`config.mk`:
```
export PLATFORM = sky130hd
export DESIGN_NAME = mul_booth_seq_ctrl
export DESIGN_NICKNAME = d
export VERILOG_FILES = /design/src/rtl/mul_booth_seq_ctrl.sv
export SDC_FILE = /design/constraint.sdc
export NUM_CORES = 1
export LEC_CHECK = 0
export ABC_AREA = 1
export CORE_ASPECT_RATIO = 1.25
export CORE_MARGIN = 2
export CORE_UTILIZATION = 62
export CTS_CLUSTER_DIAMETER = 200
export DETAILED_ROUTE_END_ITERATION = 6
export GPL_ROUTABILITY_DRIVEN = 1
export GPL_TIMING_DRIVEN = 0
export PLACE_DENSITY_LB_ADDON = 0.25
export SLEW_MARGIN = 10
export SYNTH_ARGS = -nofsm -noshare
export SYNTH_HDL_FRONTEND = slang
export SYNTH_SLANG_ARGS = --single-unit
```
`constraint.sdc`:
```
create_clock -name clk -period 7.8 [get_ports clk]
set_input_delay 1.56 -clock clk [delete_from_list [all_inputs] [get_ports clk]]
set_output_delay 1.56 -clock clk [all_outputs]
set_load 0.01 [all_outputs]
```
`src/rtl/mul_booth_seq_ctrl.sv`:
```
// mul_booth_seq_ctrl
//   Multi-cycle sequencer for the radix-4 Booth multiply datapath (MUL op).
//   One signed WIDTH x WIDTH request is latched on accept. The sequencer runs
//   WIDTH/2 registered Booth bit-pair steps and then presents the 2*WIDTH-bit
//   product on prod/hi/lo. done and hilo_wr pulse together for one cycle.
//
//   Optional feature macro: MUL_EARLY_TERM_EN
//     When defined, the sequencer goes to a FINISH state as soon as the
//     remaining multiplier bits can only contribute "+0" steps. FINISH then
//     collapses those steps into one arithmetic shift. The product is the same,
//     but latency varies from 2 to WIDTH/2 cycles after accept.
//     When undefined, latency is fixed at WIDTH/2 cycles and there is no shifter.
module mul_booth_seq_ctrl #(
   parameter int WIDTH = 32,
   parameter int CNT_W = 5
) (
   input  logic               clk,
   input  logic               clr,
   input  logic               start,
   input  logic [WIDTH-1:0]   Q,
   input  logic [WIDTH-1:0]   M,
   output logic               busy,
   output logic               done,
   output logic               hilo_wr,
   output logic [2*WIDTH-1:0] prod,
   output logic [WIDTH-1:0]   hi,
   output logic [WIDTH-1:0]   lo
);

   localparam int HALF = WIDTH / 2;
   localparam int PW   = 2 * WIDTH;
   localparam int SW   = WIDTH + 2;

   typedef enum logic [1:0] {
      S_IDLE,
      S_ITER,
`ifdef MUL_EARLY_TERM_EN
      S_FINISH,
`endif
      S_DONE
   } state_t;

   state_t           state_q, state_d;
   logic [PW-1:0]    acc_q, acc_d;
   logic [WIDTH-1:0] q_q, q_d;
   logic             carry_q, carry_d;
   logic [CNT_W-1:0] cnt_q, cnt_d;
   logic [PW-1:0]    prod_q, prod_d;
   logic             busy_q, busy_d;
   logic             done_q, done_d;

   logic [SW-1:0]    upper;
   logic [SW-1:0]    q_ext;
   logic [SW-1:0]    q2_ext;
   logic [SW-1:0]    sum;
   logic [PW-1:0]    step_acc;

   // One Booth bit-pair step: recode {acc[1:0],carry}, add to the sign-extended upper half, shift right by 2.
   always_comb begin
      upper  = {{2{acc_q[PW-1]}}, acc_q[PW-1:WIDTH]};
      q_ext  = {{2{q_q[WIDTH-1]}}, q_q};
      q2_ext = {q_q[WIDTH-1], q_q, 1'b0};
      unique case ({acc_q[1:0], carry_q})
         3'b001, 3'b010: sum = upper + q_ext;
         3'b011:         sum = upper + q2_ext;
         3'b100:         sum = upper - q2_ext;
         3'b101, 3'b110: sum = upper - q_ext;
         default:        sum = upper;
      endcase
      step_acc = {sum, acc_q[WIDTH-1:2]};
   end

`ifdef MUL_EARLY_TERM_EN
   logic [CNT_W+1:0] chk_shamt;
   logic [CNT_W+1:0] fin_shamt;
   logic [WIDTH-1:0] rem_mask;
   logic [WIDTH-1:0] rem_bits;
   logic             early_ok;
   logic [PW-1:0]    fin_acc;

   // Early exit when the unprocessed multiplier bits and the carry all agree; FINISH then shifts out the skipped steps.
   always_comb begin
      chk_shamt = {({1'b0, cnt_q} + (CNT_W+1)'(1)), 1'b0};
      rem_mask  = {WIDTH{1'b1}} >> chk_shamt;
      rem_bits  = step_acc[WIDTH-1:0];
      early_ok  = (((rem_bits & rem_mask) == '0) && !acc_q[1]) ||
                  (((rem_bits | ~rem_mask) == '1) && acc_q[1]);
      fin_shamt = {((CNT_W+1)'(HALF) - {1'b0, cnt_q}), 1'b0};
      fin_acc   = $signed(acc_q) >>> fin_shamt;
   end
`endif

   // Next-state and datapath control for the sequencer.
   always_comb begin
      // NOTE: every _d defaults to its _q (strobes default low), so no path through this block infers a latch.
      state_d = state_q;
      acc_d   = acc_q;
      q_d     = q_q;
      carry_d = carry_q;
      cnt_d   = cnt_q;
      prod_d  = prod_q;
      busy_d  = 1'b0;
      done_d  = 1'b0;
      unique case (state_q)
         S_IDLE: begin
            if (start) begin
               q_d     = Q;
               acc_d   = {{WIDTH{1'b0}}, M};
               carry_d = 1'b0;
               cnt_d   = '0;
               busy_d  = 1'b1;
               state_d = S_ITER;
            end
         end
         S_ITER: begin
            acc_d   = step_acc;
            carry_d = acc_q[1];
            cnt_d   = cnt_q + CNT_W'(1);
            if (cnt_q == CNT_W'(HALF - 1)) begin
               prod_d  = step_acc;
               done_d  = 1'b1;
               state_d = S_DONE;
            end
`ifdef MUL_EARLY_TERM_EN
            else if (early_ok) begin
               busy_d  = 1'b1;
               state_d = S_FINISH;
            end
`endif
            else begin
               busy_d = 1'b1;
            end
         end
`ifdef MUL_EARLY_TERM_EN
         S_FINISH: begin
            prod_d  = fin_acc;
            done_d  = 1'b1;
            state_d = S_DONE;
         end
`endif
         S_DONE:  state_d = S_IDLE;
         default: state_d = S_IDLE;
      endcase
   end

   // State register; clr abandons any running op and clears every flop, including prod.
   always_ff @(posedge clk) begin
      // NOTE: sequential state uses <= so every flop samples pre-edge values regardless of statement order.
      if (clr) begin
         state_q <= S_IDLE;
         acc_q   <= '0;
         q_q     <= '0;
         carry_q <= 1'b0;
         cnt_q   <= '0;
         prod_q  <= '0;
         busy_q  <= 1'b0;
         done_q  <= 1'b0;
      end else begin
         state_q <= state_d;
         acc_q   <= acc_d;
         q_q     <= q_d;
         carry_q <= carry_d;
         cnt_q   <= cnt_d;
         prod_q  <= prod_d;
         busy_q  <= busy_d;
         done_q  <= done_d;
      end
   end

   assign busy    = busy_q;
   assign done    = done_q;
   assign hilo_wr = done_q;
   assign prod    = prod_q;
   assign hi      = prod_q[PW-1:WIDTH];
   assign lo      = prod_q[WIDTH-1:0];

endmodule

```
==> results.toml <==
[sta]
skew_ns = 0.008037
grt_setup_unrepaired = "no"
fmax_mhz = 213.8
report.final.slew_viol_count = 0
setup_ws_ns = 3.123
whs_ns = 0.4829
slew_headroom = 0.3076
period_needed_ns = 4.677
finalSetupViolCount = 0
fin_crit_sh = 0.5996
tns_ns = 0
worstMarginPinSlew_ns = 1.028
hold_viol = 0

[synthesis]
yosys_warnings = 0
synth-edff-count = 0
synthArstFlopShare = 0
ys_top_cells_by_area = "dfxtp_1 22%, nand2_1 19%, inv_1 9.3%"
synth_top_area_cell = "dfxtp_1"
yosysUniqueCellTypes = 47
synth.avg_cell_area_sq_um = 5.834
syn_inst = 2612
netlist_top_cells_count = "783 x nand2_1, 377 x inv_1, 217 x nand3_1, 205 x nor2_1, 175 x a21oi_1"
yosysMostFrequentCell = "nand2_1"
syn_nets = 2781
synth_ff_type = "dfxtp_1"
synth_seq_cells = 170
synth.top_cell.area_share = 0.2233
synth_area_sq_um = 15240
yosysSeqAreaShare = 0.2233

[final_layout]
final_cell_count_no_fill = 3169
drive_gt1_frac = 0.06340
utilization = 0.7476
postLayoutCellArea_sq_um = 18200
multi_input_area_sq_um = 9464
fill_cells = 2051
diodes = 0
areaGrowthSynthToFinish_pct = 19.43
layout.nets = 2996
regArea_sq_um = 3403

[worst_setup_path]
setup.worst_path.start = "acc_q[0]"
path_class = "reg -> reg"
crit_path_end_kind = "flop"
r2r_start = "acc_q[0]"
path_max_fanout = 10
critPathRequiredTime_ns = 8.11
crit_path_start_kind = "flop"
arrival_ns = 4.98

[clocking]
htree_levels = 4
clk_latency_ns = 0.44
cts_resized = 0
postCtsSetupBuffers = 0
cts_made_buffers = 17
clock_sinks = 170
clock_path_buffers = 2
hold_buffers = 0
clk_pin_slew_ns = 0.07
cts_tree = "done"
cts_root_buffer = "clkbuf_16"

[global_routing]
grt_max_degree = 17
grt-ovfl-total = 0
grt_pass1_vias = 18090
antenna_found_initial = 1
grt_pass1_wl_mm = 91.86
grtUsageTotal = 0.4662

[place]
dp_slack_ns = 3.621
place_area_sq_um = 17610
gp_congestion = 1.108
io_buffer_count = 196
dp_cells = 3138
dp_hpwl_mm = 47.92

[run]
max-cap-violations = 0

[die]
ioPinCount = 198
die_h_um = 179.3
coreArea_sq_um = 24340
rows = 64
die_w_um = 144.2
initial_utilization = 0.6260
die-area_sq_um = 25860

[route]
viasPerCell = 5.934
firstDrtPassIters = 7
drtIter0Drc = 2160
drcViolationCount = 0
vias = 18810
wirelength_mm = 60.64
wl_per_cell_um = 19.14
antenna_left = 0

[outcome]
outcome = "finished clean"

[power_and_ir_drop]
total_power_mw = 2.898
power_density_nw_per_um2 = 159.3
vdd_ir_drop_max_uv = 133.9
p_leak_nw = 9.057

[min_path]
holdCritPathClass = "reg -> reg"
min_from = "cnt_q[4]"
path summary, 6_finish.rpt:
kind / endpoint / depth (start not counted) / slack [ns]
worst max register to register: acc_q[48] / 18 / 3.12
worst max-delay path: acc_q[48] / 18 / 3.12
worst min register to register: cnt_q[4] / 2 / 0.48
worst min-delay path: cnt_q[4] / 2 / 0.48
layout make-up:
class | count | share of cell area
inverter | 393 | 0.08105
sequential | 170 | 0.1870
clock inverter | 13 | 0.008593
tap | 330 | 0.02269
clock buffer | 18 | 0.02358
multi-input combinational | 1890 | 0.5200
buffer | 159 | 0.04929
timing repair buffer | 196 | 0.1078
metal layers:
metal | wire (um) | share of wire | vias to the layer above | global-route usage
met4 | 5308 | 0.088 | 2 | 0.3584
met3 | 7453 | 0.12 | 326 | 0.1140
met1 | 20620 | 0.34 | 8415 | 0.5157
met2 | 27230 | 0.45 | 1353 | 0.7671
li1 | - | - | 8709 | -
met5 | 33 | 0.00054 | - | 0
critical path: stages, from the launching register on:
cell and delay (ns):
dfxtp_1 0.39, nor2_1 0.09, nand2_1 0.21, clkbuf_1 0.49
clkbuf_1 0.57, nand2_1 0.19, xor2_1 0.19, ha_1 0.37
nand2_1 0.12, inv_1 0.09, nand2_1 0.14, nor3_1 0.47
nand4_1 0.45, nand3_1 0.21, nand2_1 0.07, nand3_1 0.13
nand4_1 0.19, nand2_1 0.10, a21oi_1 0.06
cell usage in the layout, fill, tap and decap left out, types with 9 or more instances in the layout:
master           Yosys  routed
a21oi_1            175     175
a31oi_1             34      34
buf_2               23      23
buf_4               69      69
clkbuf_1            58      59
clkbuf_16            0      17
clkdlybuf4s50_1      0     196
dfxtp_1            170     170
ha_1                99      99
inv_1              377     377
inv_2               15      15
nand2_1            783     783
nand3_1            217     217
nand4_1             43      43
nor2_1             205     205
nor3_1              22      22
o21ai_0            173     173
o21ai_1             13      13
o21bai_1            20      20
or2_2                9       9
xor2_1              31      31
power breakdown:
part	switching, mW	total [mW]	internal, mW
clock	0.397	0.876	0.480
sequential	0.0531	0.963	0.910
combinational	0.743	1.06	0.315
total	1.19	2.90	1.71
flip-flops by register name (all words and copies together), names as in the netlist:
register  count
acc_q        64
prod         64
q_q          32
cnt_q         5
state_q       2
busy          1
carry_q       1
done          1
logic make-up (layout without fill, tap and decap cells):
logic type	count (synthesis)	in the layout	synth area share
AO/OA/AOI/OAI	435	435	0.1532
XOR/XNOR	32	32	0.01839
adder cells (fa/ha/maj)	102	102	0.08522
buffers and inverters	552	779	0.1557
flip-flops	170	170	0.2233
AND/OR/NAND/NOR	1321	1321	0.3642
Note: power is estimated with default switching activity, not from simulation.
